`config.mk`:
```
export PLATFORM = sky130hd
export DESIGN_NAME = intc_2_thread
export DESIGN_NICKNAME = d
export VERILOG_FILES = /design/src/rtl/intc_pkg.sv /design/src/rtl/intc_thread_arb.sv /design/src/rtl/intc_2_thread.sv
export SDC_FILE = /design/constraint.sdc
export NUM_CORES = 1
export LEC_CHECK = 0
export ABC_CLOCK_PERIOD_IN_PS = 1800
export BUFFER_PORTS_ARGS = -buffer_cell sky130_fd_sc_hd__buf_4
export CAP_MARGIN = 20
export CORE_AREA = 2 2 62 64
export DETAILED_ROUTE_END_ITERATION = 8
export DIE_AREA = 0 0 64 66
export HOLD_SLACK_MARGIN = 0.12
export PLACE_DENSITY = 0.74
export SYNTH_ARGS = -nofsm -noshare
export SYNTH_HDL_FRONTEND = slang
export SYNTH_SLANG_ARGS = --single-unit
```
`constraint.sdc`:
```
create_clock -name clk -period 1.8 [get_ports clk]
set_clock_uncertainty 0.15 [all_clocks]
set_input_delay 0 -clock clk [delete_from_list [all_inputs] [get_ports clk]]
set_output_delay 0 -clock clk [all_outputs]
set_load 0.01 [all_outputs]
```
`src/rtl/intc_pkg.sv`:
```
// Shared types and defaults for the two-thread interrupt controller.
// Holds the per-thread arbiter state encoding and the source count default.
package intc_pkg;

    localparam int N_SRC_DEF = 8;
    localparam int CAUSE_W   = 3;

    typedef enum logic [1:0] {
        IDLE  = 2'd0,
        REQ   = 2'd1,
        SERVE = 2'd2
    } arb_state_e;

endpackage

```
`src/rtl/intc_thread_arb.sv`:
```
// Per-thread request/ack FSM with a lowest-index priority encoder.
// Latency: intr one cycle after eligibility, cvalid one cycle after acknowledge; inta only honoured in REQ.
module intc_thread_arb
    import intc_pkg::*;
#(
    parameter int N_SRC = N_SRC_DEF
) (
    input  logic               clk_i,
    input  logic               rst_n_i,
    input  logic [N_SRC-1:0]   elig_i,
    input  logic               inta_i,
    output logic               intr_o,
    output logic               cvalid_o,
    output logic [CAUSE_W-1:0] cause_o,
    output logic [N_SRC-1:0]   clr_o
);

    arb_state_e         state_q;
    logic               intr_q;
    logic               cvalid_q;
    logic [CAUSE_W-1:0] cause_q;
    logic [CAUSE_W-1:0] sel_idx;
    logic               any_elig;

    // Scan downwards so the lowest set index wins.
    always_comb begin
        sel_idx  = '0;
        any_elig = |elig_i;
        for (int i = N_SRC - 1; i >= 0; i--) begin
            if (elig_i[i]) sel_idx = CAUSE_W'(i);
        end
    end

    // Clear pulse coincides with the REQ->SERVE transition edge.
    always_comb begin
        clr_o = '0;
        if (state_q == REQ && inta_i && any_elig) clr_o = N_SRC'(1) << sel_idx;
    end

    always_ff @(posedge clk_i) begin
        if (!rst_n_i) begin
            state_q  <= IDLE;
            intr_q   <= 1'b0;
            cvalid_q <= 1'b0;
            cause_q  <= '0;
        end else begin
            case (state_q)
                IDLE: begin
                    cvalid_q <= 1'b0;
                    if (any_elig) begin
                        state_q <= REQ;
                        intr_q  <= 1'b1;
                    end
                end
                REQ: begin
                    if (!any_elig) begin
                        state_q <= IDLE;
                        intr_q  <= 1'b0;
                    end else if (inta_i) begin
                        state_q  <= SERVE;
                        intr_q   <= 1'b0;
                        cvalid_q <= 1'b1;
                        cause_q  <= sel_idx;
                    end
                end
                SERVE: begin
                    state_q  <= IDLE;
                    cvalid_q <= 1'b0;
                end
                default: begin
                    state_q  <= IDLE;
                    intr_q   <= 1'b0;
                    cvalid_q <= 1'b0;
                end
            endcase
        end
    end

    assign intr_o   = intr_q;
    assign cvalid_o = cvalid_q;
    assign cause_o  = cause_q;

endmodule

```
`src/rtl/intc_2_thread.sv`:
```
// Edge-detecting interrupt controller routing pending sources to two CPU threads.
// Latency: src edge -> pending 1 cycle, intr 2 cycles; no backpressure beyond the per-thread inta handshake.
module intc_2_thread
    import intc_pkg::*;
#(
    parameter int N_SRC = N_SRC_DEF
) (
    input  logic               clk,
    input  logic               rst_n,
    input  logic [N_SRC-1:0]   src,
    input  logic [N_SRC-1:0]   route,
    input  logic [N_SRC-1:0]   mask,
    output logic               intr0,
    output logic               intr1,
    input  logic               inta0,
    input  logic               inta1,
    output logic [CAUSE_W-1:0] cause0,
    output logic [CAUSE_W-1:0] cause1,
    output logic               cvalid0,
    output logic               cvalid1,
    output logic [N_SRC-1:0]   pending
);

    logic [N_SRC-1:0] src_q;
    logic             armed_q;
    logic [N_SRC-1:0] pending_q;
    logic [N_SRC-1:0] pending_d;
    logic [N_SRC-1:0] src_edge_d;
    logic [N_SRC-1:0] elig0;
    logic [N_SRC-1:0] elig1;
    logic [N_SRC-1:0] clr0;
    logic [N_SRC-1:0] clr1;

    // First cycle after reset only primes src_q, so a level held across release is not an edge.
    assign src_edge_d = armed_q ? (src & ~src_q) : '0;
    assign pending_d  = (pending_q & ~clr0 & ~clr1) | src_edge_d;
    assign elig0      = pending_q & mask & ~route;
    assign elig1      = pending_q & mask & route;

    always_ff @(posedge clk) begin
        if (!rst_n) begin
            src_q     <= '0;
            armed_q   <= 1'b0;
            pending_q <= '0;
        end else begin
            src_q     <= src;
            armed_q   <= 1'b1;
            pending_q <= pending_d;
        end
    end

    intc_thread_arb #(.N_SRC(N_SRC)) u_arb0 (
        .clk_i    (clk),
        .rst_n_i  (rst_n),
        .elig_i   (elig0),
        .inta_i   (inta0),
        .intr_o   (intr0),
        .cvalid_o (cvalid0),
        .cause_o  (cause0),
        .clr_o    (clr0)
    );

    intc_thread_arb #(.N_SRC(N_SRC)) u_arb1 (
        .clk_i    (clk),
        .rst_n_i  (rst_n),
        .elig_i   (elig1),
        .inta_i   (inta1),
        .intr_o   (intr1),
        .cvalid_o (cvalid1),
        .cause_o  (cause1),
        .clr_o    (clr1)
    );

    assign pending = pending_q;

endmodule

```
==> flow_metrics.py <==
metrics = {
    "floorplanning": {
        "core_um2": 3550,
        "io_pins": 46,
        "die_h_um": 66,
        "die_area_um2": 4220,
        "num_rows": 22,
        "die_x_um": 64,
        "initial_core_util_pct": 43.5,
    },
    "timing": {
        "setup_slack_ps": 70.3,
        "finalCritPeriodShare_pct": 96.1,
        "fin_tns_setup_ps": 0,
        "slew_headroom_pct": 74.2,
        "fmax_mhz": 578,
        "worst_pin_slew_ps": 383,
        "setup_viol": 0,
        "slew_violations": 0,
        "holdWs_ps": 88.8,
        "final-hold-violation-count": 0,
        "min_period_ps": 1730,
    },
    "setup_path": {
        "critPathCaptureType": "flop",
        "cp_max_fo": 4,
        "start_kind": "input pin",
        "r2r_setup_slack_ps": 70,
        "cp_data_required_time_ps": 1870,
        "path_class": "input pin to flop",
        "worstPathArrival_ps": 1800,
    },
    "place": {
        "io_buffers": 45,
        "hpwl_um": 3050,
        "place_ws_ps": 72.2,
        "gp_congestion": 0.859,
        "dp_cells": 279,
    },
    "synthesis": {
        "ys_ff_latch": 31,
        "synth_compound_area_share_pct": 17.7,
        "muxShareOfSynthArea_pct": 1.30,
        "synthDistinctLibCells": 45,
        "synth_cells": 172,
        "synth_edf_count": 0,
        "synthTopCellsByArea": "dfxtp_1, nand3b_1, and2_1",
        "synth_top_family_by_area": "simple AND/OR/NAND/NOR gates",
        "postSynthAreaPerCell_um2": 8.98,
        "synth_simple_gate_area_share_pct": 38.1,
        "yosys_warnings": 0,
        "yosys.area.top_type": "dfxtp_1",
        "syn_nets": 200,
        "syn_area_um2": 1540,
        "synthAdderAreaFrac_pct": 0,
        "synthXorXnorAreaFrac_pct": 0,
        "synthFlopType": "dfxtp_1",
        "synth_top_area_share_pct": 40.2,
        "ys_seq_area_share_pct": 40.2,
        "async_flop_share_pct": 0,
    },
    "global_routing": {
        "grt_pass1_vias": 1587,
        "grt_antenna_before_repair": 0,
        "grt-ovfl-total": 0,
        "grt_start_max_net_pins": 20,
        "grt_usage_pct": 22.5,
        "grt_pass1_wl_um": 7230,
    },
    "clock_tree": {
        "cts_max_path_buffers": 2,
        "cts-root-buf": "clkbuf_4",
        "numCtsBuffers": 5,
        "tritoncts": "yes",
        "htree_num_levels": 2,
        "numClockSinks": 31,
        "clk_pin_slew_worst_paths_ps": 100,
        "clock_latency_ps": 340,
    },
    "layout": {
        "fillers": 302,
        "final_cells": 319,
        "multi_input_area_um2": 886,
        "drive_gt1_share_pct": 33.6,
        "syn_to_final_growth_pct": 59.2,
        "num-nets-final": 298,
        "diodes": 0,
        "seq_area_um2": 627,
        "fin_util_pct": 69.2,
    },
    "detailed_routing": {
        "ant_nets": 0,
        "drtPass1Iterations": 4,
        "num_vias": 1665,
        "drc": 0,
        "drt_iter0_markers": 51,
        "wl_um": 4390,
        "viasPerCell": 5.22,
        "wl_per_cell_um": 13.8,
    },
    "job": {
        "drv_cap": 0,
    },
    "power": {
        "power_density_nw_per_um2": 644,
        "ir_worst_vdd_mv": 0.430,
        "leakage_nw": 1.12,
    },
    "worst_hold_path": {
        "hp-class": "input pin to flop",
    },
    "outcome": {
        "status": "finished clean",
    },
}
-- Yosys cell counts, drive strengths merged, types with 3 or more instances --
cell type	number
dfxtp	31
nand3b	19
nand2	14
nand3	12
a21oi	11
and2	11
o21ai	9
nor2	8
inv	7
and3	5
nand4	4
a211oi	3
o211ai	3
o22ai	3
o31ai	3
-- worst max-delay path: stages --
cell and delay, ps:
dlygate4sd3_1 540, buf_4 150, nand3b_1 190, nand4_4 130, or4b_4 550, o211ai_2 140, o21ai_1 90
-- per-layer routing --
| layer | track usage [%] | wire length [um] | vias up |
|---|---|---|---|
| li1 | - | - | 833 |
| met1 | 27.5 | 2050 | 782 |
| met2 | 37.6 | 2100 | 41 |
| met3 | 4.43 | 141 | 9 |
| met4 | 11.7 | 99 | 0 |
| met5 | 0 | 0 | - |
-- metrics by stage --
stage,area [um2],total power [mW]
floorplan,1540,0.904
global placement,2060,1.06
detailed placement,2060,1.06
CTS,2440,1.58
global route,2460,1.66
finish,2460,1.58
-- worst paths after layout --
| path | cells after the start | to | startpoint |
|---|---|---|---|
| setup / recovery | 7 | pending[6]$_SDFF_PN0_ | mask[2] |
| hold / removal | 6 | u_arb1.cause_o[2]$_SDFFE_PN0P_ | mask[1] |
| setup reg to reg | 5 | pending[6]$_SDFF_PN0_ | pending[3]$_SDFF_PN0_ |
| hold reg to reg | 2 | u_arb0.cause_o[0]$_SDFFE_PN0P_ | u_arb0.cause_o[0]$_SDFFE_PN0P_ |
-- final cells by class --
| cell class | count | share of cell area (%) |
|---|---|---|
| clock buffer | 8 | 2.80 |
| multi-input combinational | 130 | 36.0 |
| timing repair buffer | 95 | 32.2 |
| inverter | 7 | 1.07 |
| tap | 48 | 2.44 |
| sequential | 31 | 25.5 |
-- power by group --
part           total, mW  switching (mW)  internal [mW]  leakage (nW)
sequential         0.758          0.0312          0.726         0.257
clock              0.473           0.243          0.230        0.0386
combinational      0.353           0.151          0.202         0.829
total               1.58           0.425           1.16          1.12
-- state kept, by name, indices dropped and copies added (netlist names) --
register	cells
pending	8
src_q	8
u_arb0.cause_o	3
u_arb1.cause_o	3
u_arb0.state_q	2
u_arb1.state_q	2
armed_q	1
u_arb0.cvalid_o	1
u_arb0.intr_o	1
u_arb1.cvalid_o	1
u_arb1.intr_o	1
-- timing repair --
item / in CTS / in global routing
setup buffers: 0 / 1
endpoints found under the setup margin: 0 / 4
hold buffers: 31 / 0
gates resized for setup: 0 / 7
hold endpoints to repair: 31 / 0
-- cells by family after synthesis --
logic type | after synthesis
compound gates | 41
buf+inv | 11
simple gates | 87
flops | 31
mux | 2
-- layout by cell type, fill, tap and decap left out, types with 3 or more instances in the layout --
cell type,instances
o21ai_1,3
nand2_1,13
dlygate4sd3_1,31
a21oi_1,11
o31ai_1,3
nand4_1,3
nand3_2,3
nand3_1,9
nor2_1,8
clkbuf_4,5
buf_4,64
inv_1,7
dfxtp_1,26
o22ai_1,3
dfxtp_2,5
nand3b_1,17
a211oi_1,3
and3_1,4
o21ai_0,6
and2_1,11
Power figures use the tool's default switching activity.
